## config.mk

```make
export PLATFORM = sky130hd
export DESIGN_NAME = ime_sad_acc
export DESIGN_NICKNAME = d
export VERILOG_FILES = /design/src/rtl/ime_sad_acc.sv
export SDC_FILE = /design/constraint.sdc
export NUM_CORES = 1
export LEC_CHECK = 0
export ABC_AREA = 1
export ABC_CLOCK_PERIOD_IN_PS = 4000
export CORE_MARGIN = 2
export CORE_UTILIZATION = 45
export CTS_CLUSTER_SIZE = 30
export DETAILED_ROUTE_END_ITERATION = 6
export PLACE_DENSITY = 0.68
export SYNTH_ARGS = -nofsm -noshare
export SYNTH_HDL_FRONTEND = slang
export SYNTH_HIERARCHICAL = 1
export SYNTH_SLANG_ARGS = --single-unit
```

## constraint.sdc

```tcl
create_clock -name clk -period 4 [get_ports clk]
set_input_delay 1 -clock clk [delete_from_list [all_inputs] [get_ports clk]]
set_output_delay 1 -clock clk [all_outputs]
set_load 0.01 [all_outputs]
```

## src/rtl/ime_sad_acc.sv

```systemverilog
// Integer-ME SAD accumulator: per-pixel absolute differences, a registered row sum,
// a per-candidate SAD accumulator, and a running minimum over a search.

module ime_abs #(
  parameter int W = 8
) (
  input  logic [W-1:0] a,
  input  logic [W-1:0] b,
  output logic [W-1:0] y
);
  assign y = (a >= b) ? (a - b) : (b - a);
endmodule

module ime_sad_acc #(
  parameter int BIT_DEPTH = 8,
  parameter int ROW_PIX   = 16,
  parameter int ROWS      = 16,
  parameter int CAND_W    = 10,
  parameter int SAD_W     = BIT_DEPTH + 8
) (
  input  logic                         clk,
  input  logic                         rst_n,
  input  logic                         start_i,
  input  logic                         row_valid_i,
  input  logic [ROW_PIX*BIT_DEPTH-1:0] cur_row_i,
  input  logic [ROW_PIX*BIT_DEPTH-1:0] ref_row_i,
  input  logic [CAND_W-1:0]            cand_idx_i,
  input  logic                         last_cand_i,
  output logic                         sad_valid_o,
  output logic [SAD_W-1:0]             sad_o,
  output logic [CAND_W-1:0]            sad_idx_o,
  output logic [SAD_W-1:0]             best_sad_o,
  output logic [CAND_W-1:0]            best_idx_o,
  output logic                         done_o
);
  localparam int SUM_W = BIT_DEPTH + 4;
  localparam int ROW_W = $clog2(ROWS);
  localparam logic [ROW_W-1:0] LAST_ROW = ROW_W'(ROWS - 1);

  logic [BIT_DEPTH-1:0] diff [ROW_PIX];
  logic [SUM_W-1:0]     row_sum;
  logic [ROW_W-1:0]     row_cnt;
  logic [ROW_W-1:0]     row_now;
  logic [CAND_W-1:0]    idx_hold;

  logic                 s1_valid;
  logic                 s1_first;
  logic                 s1_last;
  logic                 s1_last_cand;
  logic [CAND_W-1:0]    s1_idx;
  logic [SUM_W-1:0]     s1_sum;

  logic [SAD_W-1:0]     acc;
  logic [SAD_W-1:0]     acc_next;

  for (genvar g = 0; g < ROW_PIX; g++) begin : g_abs
    ime_abs #(.W(BIT_DEPTH)) u_abs (
      .a(cur_row_i[g*BIT_DEPTH +: BIT_DEPTH]),
      .b(ref_row_i[g*BIT_DEPTH +: BIT_DEPTH]),
      .y(diff[g])
    );
  end

  always_comb begin
    row_sum = '0;
    for (int i = 0; i < ROW_PIX; i++) begin
      row_sum = row_sum + SUM_W'(diff[i]);
    end
  end

  // A start pulse makes the row arriving in the same cycle row 0 of the new search.
  assign row_now = start_i ? '0 : row_cnt;

  always_ff @(posedge clk or negedge rst_n) begin
    if (!rst_n) begin
      row_cnt      <= '0;
      idx_hold     <= '0;
      s1_valid     <= 1'b0;
      s1_first     <= 1'b0;
      s1_last      <= 1'b0;
      s1_last_cand <= 1'b0;
      s1_idx       <= '0;
      s1_sum       <= '0;
    end else begin
      s1_valid <= row_valid_i;
      if (row_valid_i) begin
        row_cnt      <= (row_now == LAST_ROW) ? '0 : row_now + ROW_W'(1);
        s1_first     <= (row_now == '0);
        s1_last      <= (row_now == LAST_ROW);
        s1_last_cand <= last_cand_i & (row_now == LAST_ROW);
        s1_idx       <= (row_now == '0) ? cand_idx_i : idx_hold;
        s1_sum       <= row_sum;
        if (row_now == '0) begin
          idx_hold <= cand_idx_i;
        end
      end else begin
        row_cnt <= row_now;
      end
    end
  end

  assign acc_next = (s1_first ? '0 : acc) + SAD_W'(s1_sum);

  // Stage-1 data still in flight when start arrives belongs to the old search and is dropped.
  always_ff @(posedge clk or negedge rst_n) begin
    if (!rst_n) begin
      acc         <= '0;
      sad_valid_o <= 1'b0;
      sad_o       <= '0;
      sad_idx_o   <= '0;
      best_sad_o  <= '1;
      best_idx_o  <= '0;
      done_o      <= 1'b0;
    end else begin
      sad_valid_o <= 1'b0;
      done_o      <= 1'b0;
      if (start_i) begin
        best_sad_o <= '1;
        best_idx_o <= '0;
      end else if (s1_valid) begin
        acc <= acc_next;
        if (s1_last) begin
          sad_valid_o <= 1'b1;
          sad_o       <= acc_next;
          sad_idx_o   <= s1_idx;
          done_o      <= s1_last_cand;
          if (acc_next < best_sad_o) begin
            best_sad_o <= acc_next;
            best_idx_o <= s1_idx;
          end
        end
      end
    end
  end

endmodule

```

---- Word-level counts from Yosys, hierarchy flattened ----
Index checks and enable logic that the tools add are counted.
word-level totals
  bits in writable memories ............... 0
  bits in read-only memories .............. 0
  output and inout bits ................... 54
  input port bits ......................... 271
  word-level logic and storage cells ...... 126
  bits in latches ......................... 0
  register bits ........................... 100
  memories ................................ 0
cells by class
  magnitude comparators ................... 17
  shift-type cells ........................ 0
  multiplexer cells ....................... 35
  equality and inequality tests ........... 1
  reductions and logical operators ........ 8
  multipliers ............................. 0
  bitwise gates (word level) .............. 2
  divide/modulo/power cells ............... 0
  add/sub/neg operators ................... 49
operators by type and width
  kind                                         number
  subtractor 8 bit                             32
  adder 12 x 8 -> 12 bit                       11
  >= comparator 8 bit                          16
  two-way mux 8 bit                            16
  two-way mux 16 bit                           5
  two-way mux 10 bit                           5
  adder 16 x 12 -> 16 bit                      1
  less-than comparator 16 bit                  1
  adder 11 x 8 -> 12 bit                       1
  two-way mux 4 bit                            3
  adder 10 x 8 -> 11 bit                       1
  adder 9 x 8 -> 10 bit                        1
  adder 8 x 8 -> 9 bit                         1
  two-way mux 1 bit                            6
  AND reduction 3 bit                          2
  nonzero test 2 bit                           3
  adder 4 x 1 -> 4 bit, second input constant  1
  equality test 4 bit, second input constant   1
  zero test 4 bit                              1
  AND reduction 2 bit                          2
  AND 1 bit                                    1
  inverter 1 bit                               1

---- Logic depth before layout (Yosys ltp) ----
  depth in word-level cells ............... 17
  depth in mapped cells ................... 35
  mapped depth without buffers ............ 35

---- Hierarchy ----
Netlist, hierarchy kept.
by module, submodules not included
  module                        seq. area each (um^2)  area each (um^2)  times used  cells each
  ime_abs (g_abs[0].u_abs ...)  0.0                    959.7             15          164
  ime_sad_acc                   2522.4                 8549.4            1           1007
  ime_abs (g_abs[14].u_abs)     0.0                    900.9             1           164

---- Worst setup path before layout ----
OpenSTA, ideal clock, no wires.
  kind .................................... input port to flip-flop
  from .................................... input cur_row_i[24]
  to ...................................... register s1_sum[10]
  setup time .............................. 0.118 ns
  path buffers ............................ 0
  arrival ................................. 6.515 ns
  required time ........................... 3.882 ns
  stages .................................. 32
  setup slack ............................. -2.633 ns
  cell sequence ........................... inv_1 ha_1 fa_1 inv_1 nand2_1 nand2_1 nand3_4 nand3_2 o21ai_1 fa_1 inv_1 fa_1 inv_1 fa_1 inv_1 fa_1 fa_1 fa_1 inv_1 ha_1 inv_1 fa_1 inv_1 nand2_1 nand2_1 nand2_1 nand2_1 nand4_1 nand2_1 nand2_1 nand3_1 nand2_1
RTL lines
  item                  RTL line  source
  start, declared       25        input logic [ROW_PIX*BIT_DEPTH-1:0] cur_row_i,
  end signal, assigned  92        s1_sum <= row_sum;
  end, declared         51        logic [SUM_W-1:0] s1_sum;

==> impl_results.md <==
* Register bit total from synthesis at 100
* Number of enable flip-flop cells after synthesis at 0
* P&R area growth vs syn at 46.8%
* Minimum setup slack in the final design at -2.42 ns
* Share of the cycle needed by the critical path after routing at 161%
* Die area at 54800 um2
* Status: complete, but fails checks
* Clock insertion delay at the later pin of the skew report at 0.35 ns
* Number of nets with antenna violations after detailed routing at 0
* Filler cell count at 4450
* Vertical die dimension at 234 um
* Syn Std Cell Area at 23800 um2
* Setup repair after global routing missed its margin: true
* Cell repeated most along the worst path: sky130_fd_sc_hd__fa_1
* Worst hold path cell count at 2
* Minimum clock period after layout at 6.42 ns
* Synth Instances at 3631
* Synth unique cells at 39
* Die width at 234 um
* Worst Path Required at 4.22 ns
* Arrival time worst endpoint at 6.64 ns
* Site row count at 84
* Count of yosys warnings during synthesis at 6
* Port Buffers at 324
* Storage cell area at 2520 um2
* Layout cells sized above 1 at 32.6%
* Clock root buffer master: sky130_fd_sc_hd__clkbuf_16
* Delay of the slowest cell on the worst path at 0.56 ns
* Area inside the core boundary at 52400 um2
* Seq/Total Area, Yosys at 10.6%
* Count of H-tree levels built during CTS at 3
* Net count reported at finish at 5222
* Share of synthesized registers carrying an async set or reset at 100%
* Number of global-route vias before repair at 24.6k
* Final Hold Viols at 0
* Placer Congestion at 0.954
* Mapped Avg Cell Area at 6.57 um2
* Pin count of the biggest net entering global routing at 55
* Number of placed I/O pins at 325
* Leading cell types by total area after synthesis: sky130_fd_sc_hd__nand2_1 17%, sky130_fd_sc_hd__ha_1 15%, sky130_fd_sc_hd__inv_1 14%
* Clock-pin slew on the worst setup and hold paths at 0.07 ns
* Via count at 24.7k
* Count of unresolved DRC violations after routing at 0
* Post-route design area at 35000 um2
* Detailed router's first-iteration violation count at 1126
* Clock net sink count at 100
* Transition time of the tightest slew-check pin at 0.629 ns
* Global-route congestion overflow total at 0
* Crit start category: primary input
* Clock tree buffer depth at 2
* Hold-fix buffer count after cts at 0
* Post-Route Skew at 0.0123 ns
* Cts bufs inserted at 9
* Effective utilization at floorplan at 45.5%
* Worst hold margin at 0.480 ns
* DRT Wirelength at 70.7 mm
* Worst reg2reg path startpoint: s1_first
* CP max-delay cell: sky130_fd_sc_hd__fa_1
* Highest Signal Layer: met5
* GRT Overall Usage at 25.6%
* Final Setup Violations at 11
* Peak fanout along the critical path at 6
* Kind of end point of the critical path: flop
* MaxCap Viol Count at 0
* Placement-stage cell area at 31700 um2
* Number of antenna violations at the first check in global routing at 11
* Worst-case headroom to the max-slew limit at 58.1%
* Depth of the worst register-to-register path at 20
* Worst slack at placement at -3.21 ns
* Violated checks: setup timing
* Final count of pins violating max slew at 0
* Cell type with the largest total area after synthesis: sky130_fd_sc_hd__nand2_1
* Combined area of the multi-input logic cells at 20000 um2
* Classification of the worst-slack hold path: reg2reg
* Hold Path End: sad_o[15]
* First-pass GRT wire length at 116 mm
* Minimum setup slack among reg-to-reg paths at 0.65 ns
* Hold path start: sad_o[15]
* Via density per instance at 4.72
* CTS tree: yes
* Syn Nets at 4333
* Most used flip-flop cell after synthesis: sky130_fd_sc_hd__dfrtp_1
* Synth top area share at 17.4%
* Routed wire length on met3 at 2.76 mm
* CP Class: in2reg
* Top achievable clock speed at 156 MHz
* Number of iterations in the first detailed-routing pass at 7
* Mean routed wirelength per cell at 13.5 um
* Detailed placer's ending HPWL at 58.4 mm
* Routed length on met2 at 35.1 mm
* Sum of routed wire segments on met1 at 30.9 mm
* TNS Setup at -23.59 ns
* End of the worst register-to-register path: best_sad_o[6]
[what timing repair did]
item | in CTS | in global routing
setup endpoints to repair | 11 | 11
setup buffers | 84 | 20
pin swaps | 288 | 78
gates resized for setup | 926 | 98
[metal layers]
metal,global-route usage (%),vias to the layer above
met4,6.39,2
met1,32.4,11400
met3,2.15,116
li1,-,12700
met5,0,-
met2,46.6,531
[through the flow]
step,util [%],cells
5_1_grt,66.7,5221
3_5_place_dp,60.4,5093
4_1_cts,66.0,5193
6_report,66.8,5223
2_1_floorplan,-,3631
3_3_place_gp,60.4,5093
[cell usage in the layout, fill, tap and decap left out, types with 10 or more instances in the layout]
master                            netlist  layout
sky130_fd_sc_hd__nand2_1             1103     993
sky130_fd_sc_hd__inv_1                892     758
sky130_fd_sc_hd__buf_4                  3     601
sky130_fd_sc_hd__nand3_1              237     234
sky130_fd_sc_hd__nor2_1               161     140
sky130_fd_sc_hd__nand2_2               50     136
sky130_fd_sc_hd__dlygate4sd2_1          0     136
sky130_fd_sc_hd__inv_2                  2     130
sky130_fd_sc_hd__ha_1                 290     128
sky130_fd_sc_hd__ha_4                   0     127
sky130_fd_sc_hd__fa_1                 141     110
sky130_fd_sc_hd__a21oi_1              105      98
sky130_fd_sc_hd__dfrtp_1               84      84
sky130_fd_sc_hd__clkdlybuf4s50_1        0      83
sky130_fd_sc_hd__nand4_1               62      62
sky130_fd_sc_hd__xor2_1                55      50
sky130_fd_sc_hd__xnor2_1               50      49
sky130_fd_sc_hd__clkdlybuf4s15_1        0      42
sky130_fd_sc_hd__nand3_2               64      41
sky130_fd_sc_hd__nand3_4               15      41
sky130_fd_sc_hd__nand2_4               16      40
sky130_fd_sc_hd__o21ai_0               44      35
sky130_fd_sc_hd__ha_2                   0      35
sky130_fd_sc_hd__buf_6                 48      35
sky130_fd_sc_hd__o21ai_2                0      34
sky130_fd_sc_hd__o21ai_1               66      31
sky130_fd_sc_hd__fa_2                   0      31
sky130_fd_sc_hd__clkdlybuf4s15_2        0      23
sky130_fd_sc_hd__nor2_4                16      22
sky130_fd_sc_hd__buf_2                 10      20
sky130_fd_sc_hd__nor2_2                 3      18
sky130_fd_sc_hd__or2_4                 17      17
sky130_fd_sc_hd__dfstp_2               16      16
sky130_fd_sc_hd__a21oi_4               16      16
sky130_fd_sc_hd__nor2_8                15      15
sky130_fd_sc_hd__diode_2                0      10
sky130_fd_sc_hd__o21ai_4                0      10
[sequential cells by signal, summed over array words and instances, names as in the netlist]
register	count
best_sad_o	16
done_o	1
sad_idx_o	10
acc	16
s1_sum	12
s1_last	1
s1_valid	1
sad_o	16
sad_valid_o	1
s1_idx	10
best_idx_o	10
s1_last_cand	1
s1_first	1
row_cnt	4
[final cells by class]
class | instances | area share [%]
Timing Repair Buffer | 951 | 22.3
Tap cell | 688 | 2.46
Clock inverter | 7 | 0.211
Antenna cell | 10 | 0.0715
Inverter | 911 | 9.93
Sequential cell | 100 | 7.21
Multi-Input combinational cell | 2547 | 57.1
Clock buffer | 9 | 0.643
[cells in the mapped netlist, drive strengths merged (2+ instances only)]
cell type and instances:
ha 290, a21oi 121, nand4 62, a31oi 7
clkbuf 11, xnor2 50, xor2 58, o21ai 110
nor2 195, o21bai 2, dfstp 16, clkinv 17
fa 141, nand3 316, inv 894, or2 17
nor3 4, buf 62, nand2 1169, dfrtp 84
[worst max-delay path, delay by kind of cell]
| kind | cells | cell delay, ns |
|---|---|---|
| buffers and inverters | 10 | 0.77 |
| adders and majority gates | 9 | 3.87 |
| AOI/OAI and AO/OA | 3 | 0.35 |
| xor gates and xnor gates | 1 | 0.11 |
| and+or+nand+nor | 8 | 0.52 |
[worst max-delay path by stage]
stage / from / slack (ns) / end
finish: cur_row_i[40] / -2.42 / s1_sum[9]
global route: cur_row_i[94] / -2.65 / s1_sum[10]
CTS: ref_row_i[112] / -2.37 / s1_sum[10]
detailed placement: cur_row_i[32] / -3.21 / s1_sum[8]
global placement: cur_row_i[32] / -3.14 / s1_sum[10]
floorplan: cur_row_i[27] / -2.32 / s1_sum[10]
[cell families (layout without fill, tap and decap cells)]
logic type	count (synthesis)	after routing	synth area share [%]
other	0	10	0
AO/OA/AOI/OAI	243	243	5.97
flip-flops	100	100	10.6
buffers and inverters	984	1878	17.1
AND/OR/NAND/NOR	1764	1764	35.2
adder cells (fa/ha/maj)	431	431	27.1
multiplexers	1	1	0.0472
XOR/XNOR	108	108	4.06
Power is left out: the tool's default activity adds up to more than one toggle a clock period on the data nets, which glitch-free logic cannot reach.
